[src/rtl/seg7_scan_driver_pkg.sv]
// Shared constants for the seven-segment scan driver: hex glyph table,
// bus widths and the output polarity helper.
package seg7_pkg;

  localparam int unsigned SEG_W    = 7;
  localparam int unsigned NIBBLE_W = 4;

  // Active-high glyphs, bit 0 = segment a ... bit 6 = segment g
  localparam logic [SEG_W-1:0] HEX_SEG [16] = '{
    7'h3F, 7'h06, 7'h5B, 7'h4F, 7'h66, 7'h6D, 7'h7D, 7'h07,
    7'h7F, 7'h6F, 7'h77, 7'h7C, 7'h39, 7'h5E, 7'h79, 7'h71
  };

  function automatic logic apply_polarity(input logic v, input bit active_low);
    return v ^ active_low;
  endfunction

endpackage

[src/rtl/seg7_scan_driver_if.sv]
// Display-data load bus: application logic (master) presents digit data
// and a one-cycle load strobe to the scan driver (slave).
interface seg7_scan_driver_if #(
  parameter int unsigned DIGITS = 4
);
  import seg7_pkg::*;

  logic [NIBBLE_W*DIGITS-1:0] value_in;
  logic [DIGITS-1:0]          dp_in;
  logic [DIGITS-1:0]          digit_en;
  logic                       load;

  modport master (output value_in, dp_in, digit_en, load);
  modport slave  (input  value_in, dp_in, digit_en, load);

endinterface

[src/rtl/seg7_scan_driver_hex_decode.sv]
// Combinational hex nibble to active-high seven-segment glyph lookup.
module seg7_hex_decode
  import seg7_pkg::*;
(
  input  logic [NIBBLE_W-1:0] nibble,
  output logic [SEG_W-1:0]    segs
);

  always_comb segs = HEX_SEG[nibble];

endmodule

[src/rtl/seg7_scan_driver.sv]
// Multiplexed N-digit seven-segment driver with frame-synchronous double buffer.
// Optional build macro: SEG7_LEADING_ZERO_BLANK_EN (blank leading zero digits).
module seg7_scan_driver
  import seg7_pkg::*;
#(
  parameter int unsigned DIGITS     = 4,
  parameter int unsigned CLK_HZ     = 100000000,
  parameter int unsigned REFRESH_HZ = 1000,
  parameter bit          ACTIVE_LOW = 1'b1
) (
  input  logic                clk,
  input  logic                rst_n,
  seg7_scan_driver_if.slave   bus,
  output logic [SEG_W-1:0]    seg,
  output logic                dp,
  output logic [DIGITS-1:0]   an,
  output logic                frame_tick
);

  localparam int unsigned DIV = CLK_HZ / REFRESH_HZ;
  localparam int unsigned PW  = (DIV > 1) ? $clog2(DIV) : 1;
  localparam int unsigned IW  = (DIGITS > 1) ? $clog2(DIGITS) : 1;
  localparam logic        OFF = apply_polarity(1'b0, ACTIVE_LOW);

  logic [PW-1:0]                presc;
  logic [IW-1:0]                idx;
  logic                         step;
  logic                         wrap;

  logic [NIBBLE_W*DIGITS-1:0]   act_val, pend_val;
  logic [DIGITS-1:0]            act_dp, act_en, pend_dp, pend_en;
  logic                         pend_valid;

  logic [NIBBLE_W-1:0]          nib;
  logic [SEG_W-1:0]             glyph;
  logic                         show;
  logic [SEG_W-1:0]             seg_n;
  logic                         dp_n;
  logic [DIGITS-1:0]            an_n;

  always_comb begin
    step = (presc == PW'(DIV - 1));
    wrap = step && (idx == IW'(DIGITS - 1));
  end

  always_ff @(posedge clk) begin
    if (!rst_n) begin
      presc      <= '0;
      idx        <= '0;
      frame_tick <= 1'b0;
      act_val    <= '0;
      act_dp     <= '0;
      act_en     <= '0;
      pend_val   <= '0;
      pend_dp    <= '0;
      pend_en    <= '0;
      pend_valid <= 1'b0;
    end else begin
      frame_tick <= wrap;
      if (step) begin
        presc <= '0;
        idx   <= wrap ? '0 : idx + 1'b1;
      end else begin
        presc <= presc + 1'b1;
      end
      // A load landing on the wrap edge bypasses pending and goes straight live
      if (wrap && bus.load) begin
        act_val    <= bus.value_in;
        act_dp     <= bus.dp_in;
        act_en     <= bus.digit_en;
        pend_valid <= 1'b0;
      end else if (wrap && pend_valid) begin
        act_val    <= pend_val;
        act_dp     <= pend_dp;
        act_en     <= pend_en;
        pend_valid <= 1'b0;
      end else if (bus.load) begin
        pend_val   <= bus.value_in;
        pend_dp    <= bus.dp_in;
        pend_en    <= bus.digit_en;
        pend_valid <= 1'b1;
      end
    end
  end

  always_comb nib = act_val[idx*NIBBLE_W +: NIBBLE_W];

  seg7_hex_decode u_dec (
    .nibble (nib),
    .segs   (glyph)
  );

`ifdef SEG7_LEADING_ZERO_BLANK_EN
  logic [DIGITS-1:0] lz_blank;
  logic              zero_above;

  // Walk from the most significant digit down, tracking whether every
  // enabled digit seen so far was zero.
  always_comb begin
    lz_blank   = '0;
    zero_above = 1'b1;
    for (int unsigned i = 0; i < DIGITS; i++) begin
      if ((DIGITS - 1 - i) != 0 && zero_above && !act_dp[DIGITS-1-i] &&
          act_val[(DIGITS-1-i)*NIBBLE_W +: NIBBLE_W] == '0)
        lz_blank[DIGITS-1-i] = 1'b1;
      if (act_en[DIGITS-1-i] && act_val[(DIGITS-1-i)*NIBBLE_W +: NIBBLE_W] != '0)
        zero_above = 1'b0;
    end
  end

  always_comb show = act_en[idx] && !lz_blank[idx];
`else
  always_comb show = act_en[idx];
`endif

  always_comb begin
    seg_n = '0;
    an_n  = '0;
    for (int unsigned i = 0; i < SEG_W; i++)
      seg_n[i] = apply_polarity(show && glyph[i], ACTIVE_LOW);
    for (int unsigned i = 0; i < DIGITS; i++)
      an_n[i] = apply_polarity(show && (idx == IW'(i)), ACTIVE_LOW);
    dp_n = apply_polarity(show && act_dp[idx], ACTIVE_LOW);
  end

  always_ff @(posedge clk) begin
    if (!rst_n) begin
      seg <= {SEG_W{OFF}};
      dp  <= OFF;
      an  <= {DIGITS{OFF}};
    end else begin
      seg <= seg_n;
      dp  <= dp_n;
      an  <= an_n;
    end
  end

endmodule

[src/flat_wrapper.sv]
// flat-port wrapper written by rule: the top's interface ports become plain ports
module seg7_scan_driver_flat import seg7_pkg::*;
#(
  parameter int unsigned DIGITS     = 4,
  parameter int unsigned CLK_HZ     = 100000000,
  parameter int unsigned REFRESH_HZ = 1000,
  parameter bit          ACTIVE_LOW = 1'b1
)
  (clk, rst_n, seg, dp, an, frame_tick, bus_value_in, bus_dp_in, bus_digit_en, bus_load);
  seg7_scan_driver_if #(.DIGITS(DIGITS)) bus_i ();
  input  logic clk;
  input  logic rst_n;
  output logic [SEG_W-1:0] seg;
  output logic dp;
  output logic [DIGITS-1:0] an;
  output logic frame_tick;
  input wire logic [$bits(bus_i.value_in)-1:0] bus_value_in;
  input wire logic [$bits(bus_i.dp_in)-1:0] bus_dp_in;
  input wire logic [$bits(bus_i.digit_en)-1:0] bus_digit_en;
  input wire logic [$bits(bus_i.load)-1:0] bus_load;
  assign bus_i.value_in = bus_value_in;
  assign bus_i.dp_in = bus_dp_in;
  assign bus_i.digit_en = bus_digit_en;
  assign bus_i.load = bus_load;
  seg7_scan_driver #(.DIGITS(DIGITS), .CLK_HZ(CLK_HZ), .REFRESH_HZ(REFRESH_HZ), .ACTIVE_LOW(ACTIVE_LOW)) u_core (.clk(clk), .rst_n(rst_n), .bus(bus_i), .seg(seg), .dp(dp), .an(an), .frame_tick(frame_tick));
endmodule
[config.mk]
export PLATFORM = sky130hd
export DESIGN_NAME = seg7_scan_driver_flat
export DESIGN_NICKNAME = d
export VERILOG_FILES = /design/src/rtl/seg7_scan_driver_pkg.sv /design/src/rtl/seg7_scan_driver_if.sv /design/src/rtl/seg7_scan_driver_hex_decode.sv /design/src/rtl/seg7_scan_driver.sv /design/src/flat_wrapper.sv
export SDC_FILE = /design/constraint.sdc
export NUM_CORES = 1
export LEC_CHECK = 0
export ABC_AREA = 0
export ABC_CLOCK_PERIOD_IN_PS = 3800
export BUFFER_PORTS_ARGS = -buffer_cell sky130_fd_sc_hd__buf_4
export CAP_MARGIN = 30
export CORE_MARGIN = 5
export CORE_UTILIZATION = 40
export CTS_BUF_LIST = sky130_fd_sc_hd__clkbuf_4 sky130_fd_sc_hd__clkbuf_8
export CTS_CLUSTER_DIAMETER = 120
export DETAILED_ROUTE_END_ITERATION = 8
export HOLD_SLACK_MARGIN = 0.02
export PLACE_DENSITY = 0.66
export SKIP_CTS_REPAIR_TIMING = 1
export SYNTH_ARGS = -nofsm -noshare
export SYNTH_HDL_FRONTEND = slang
export SYNTH_SLANG_ARGS = --single-unit
[constraint.sdc]
create_clock -name clk -period 3.8 [get_ports clk]
set_input_delay 0.57 -clock clk [delete_from_list [all_inputs] [get_ports clk]]
set_output_delay 0.57 -clock clk [all_outputs]
set_load 0.005 [all_outputs]
==> qor.csv <==
metric,value,unit
status,completed,
remaining antenna violation count,0,
Avg Inst Size Synth,8.94,um2
post-synth top area share,38.8,%
most numerous cell in the Yosys netlist,dfxtp_1,
Synth area leader,dfxtp_1,
Rel. slew slack,39.2,%
combinational share of power,8.6,%
fin crit share,60.6,%
DRC,0,
final setup violating endpoints,0,
power per cell area,360,nW/um2
Worst Tran Pin Value,0.912,ns
Switching Fraction,24.0,%
worst ir drop on vdd,0.139,mV
drt wl/cell,16.4,um
RePlAce Congestion,0.810,
Placed Area,4480,um2
mux cell area share after synthesis,3.23,%
Post-Place Worst Slack,1.47,ns
Max Fclk,434,MHz
clock skew,0.0133,ns
Net Switching,0.000405,W
Diodes inserted,0,
"Seq/Total Area, Yosys",38.8,%
"FFs w/ async S/R, synth",0,%
yosys warns,0,
leakage power,1.67,nW
"Max FO, Critical Path",24,
vias in the first global route,3379,
Fin. Hold Viols,0,
total congestion overflow,0,
Max clock buf depth,2,
latest clock arrival within the worst-skew pair,0.35,ns
initial antenna violation count,0,
Post-synth EDFFs,0,
IO Count,40,
largest net degree at the start of global routing,94,
Synth area leaders,"dfxtp_1 (39%), nand3_1 (6.6%), nor3b_1 (4.5%)",
largest family of logic cells by synthesized area,simple AND/OR/NAND/NOR gates,
CP required,4.04,ns
sequential share of power,53.2,%
ys flop type,dfxtp_1,
Synth Net Count,506,
aggregate global-route resource usage,16.1,%
Setup crit start kind,register,
Row Count,37,
Die W,112,um
area delta synth->final,12.0,%
Tmin final,2.30,ns
layout cell share with drive strength beyond 1,15.5,%
Initial Util,40.7,%
die area,12600,um2
CTS tree,yes,
Iter 0 DRT Violations,220,
Final WS setup,1.50,ns
WP data arrival,2.54,ns
vias per inst,5.85,
root buffer cell,clkbuf_8,
"CTS clk-pin slew, worst paths",0.08,ns
Synth Area in XOR/XNOR,2.72,%
Sink Count,81,
H-Tree Depth,3,
Max Cap Viol,0,
Final HPWL DP,6.51,mm
Clock power frac,38.3,%
design area,4680,um2
first-pass GRT wire length,16.9,mm
Post-Syn Area,4180,um2
synthesis-stage register bit count,81,
unrepaired setup endpoints after global routing,false,
crit path capture type,register,
Post-synth top cells,"dfxtp_1 (81), nand3_1 (55), clkbuf_1 (32)",
"Slew Viols, Final",0,
Num CTS Buffers,9,
Core Area,10300,um2
Gate Count Post-Synth,468,
Worst Hold Class,register to register,
Die Y,112,um
setup_tns,0,ns
simple-gate area share of the yosys netlist,25.8,%
"Distinct cells, synth",43,
Layout Nets,518,
Routed WL,10.2,mm
IO Port Bufs,39,
critical path type,register to register,
adder-cell area share of the yosys netlist,3.29,%
vias,3631,
Compound-Gate Fraction of Synth Area,20.0,%
internal power,0.00128,W
TritonRoute pass-1 iters,6,
## power groups by stage
stage                     Sequential, W  Clock, W  Combinational (W)
after floorplan                0.000908         0          0.0000957
after global placement         0.000913         0           0.000140
after detailed placement       0.000915         0           0.000143
after CTS                      0.000895  0.000658           0.000143
after global routing           0.000899  0.000688           0.000158
final                          0.000895  0.000645           0.000144
## metal layers
| layer | part of all wire (%) | track usage (%) |
|---|---|---|
| met2 | 44 | 23.5 |
| met1 | 50 | 23.7 |
| met4 | 1.2 | 5.61 |
| met5 | 0 | 0 |
| met3 | 5.4 | 2.96 |
## state kept, by name, summed over array words and instances, names as in the netlist
name and cells:
u_core.an 4, u_core.seg 7, u_core.idx 2, u_core.presc 17
u_core.pend_dp 4, u_core.pend_valid 1, u_core.act_dp 4, u_core.pend_en 4
u_core.frame_tick 1, u_core.act_val 16, u_core.pend_val 16, u_core.dp 1
u_core.act_en 4
## worst max-delay path, cell delays in order (launching register included)
cell and delay (ns):
dfxtp_1 0.67, ha_1 0.26, buf_4 0.22, inv_1 0.10, o31a_1 0.60, a22o_1 0.35
## kinds of logic (layout without fill, tap and decap cells)
family | count (synthesis) | in the layout
adders and majority gates | 11 | 11
xor gates and xnor gates | 13 | 13
muxes | 6 | 6
and+or+nand+nor | 186 | 186
buffers and inverters | 55 | 72
DFF | 81 | 81
AOI/OAI and AO/OA | 116 | 116
## through the flow
stage	utilization [%]	hold WS, ns	std cells	power [W]
4_1_cts	45.6	0.468	621	0.00170
6_report	45.6	0.468	621	0.00168
2_1_floorplan	-	0.427	468	0.00100
3_3_place_gp	43.6	0.441	605	0.00105
5_1_grt	45.6	0.475	621	0.00175
3_5_place_dp	43.6	0.442	605	0.00106
## placed cells by master, fill, tap and decap left out, types with 2 or more instances in the layout
cell	count
and4_1	4
clkbuf_8	10
xor2_1	8
o2bb2ai_1	17
nor3b_1	25
a31oi_1	24
and2_1	3
clkbuf_4	3
dfxtp_1	81
nand2_1	29
buf_4	48
xnor2_1	5
nor4_1	2
or3_1	3
a211oi_1	3
inv_1	8
mux4_2	6
a22o_1	7
nor2b_1	4
a21oi_1	7
nand4_4	2
nand4_1	6
clkinv_2	2
o211ai_1	24
nor2_1	19
and3_1	26
ha_1	11
nor3_1	2
o21ai_0	10
nand3_1	55
o221ai_1	3
a22oi_1	17
## area by class of cell
| cell class | count | area (um2) |
|---|---|---|
| clock inverters | 3 | 40.0 |
| inverters | 8 | 30.0 |
| clock buffers | 13 | 160 |
| repair buffers | 48 | 360 |
| flip-flops and latches | 81 | 1620 |
| multi-input cells | 332 | 2300 |
| well taps | 136 | 170 |
| fillers | 1007 | 5590 |
## worst paths after layout
kind                                   startpoint                end  slack (ns)  cells after the start
worst min register to register  u_core.act_val[2]  u_core.act_val[2]        0.47                      1
worst max register to register      u_core.idx[0]   u_core.act_dp[2]        1.50                      5
worst max-delay path                u_core.idx[0]   u_core.act_dp[2]        1.50                      5
worst min-delay path            u_core.act_val[2]  u_core.act_val[2]        0.47                      1
Power figures use the tool's default switching activity.
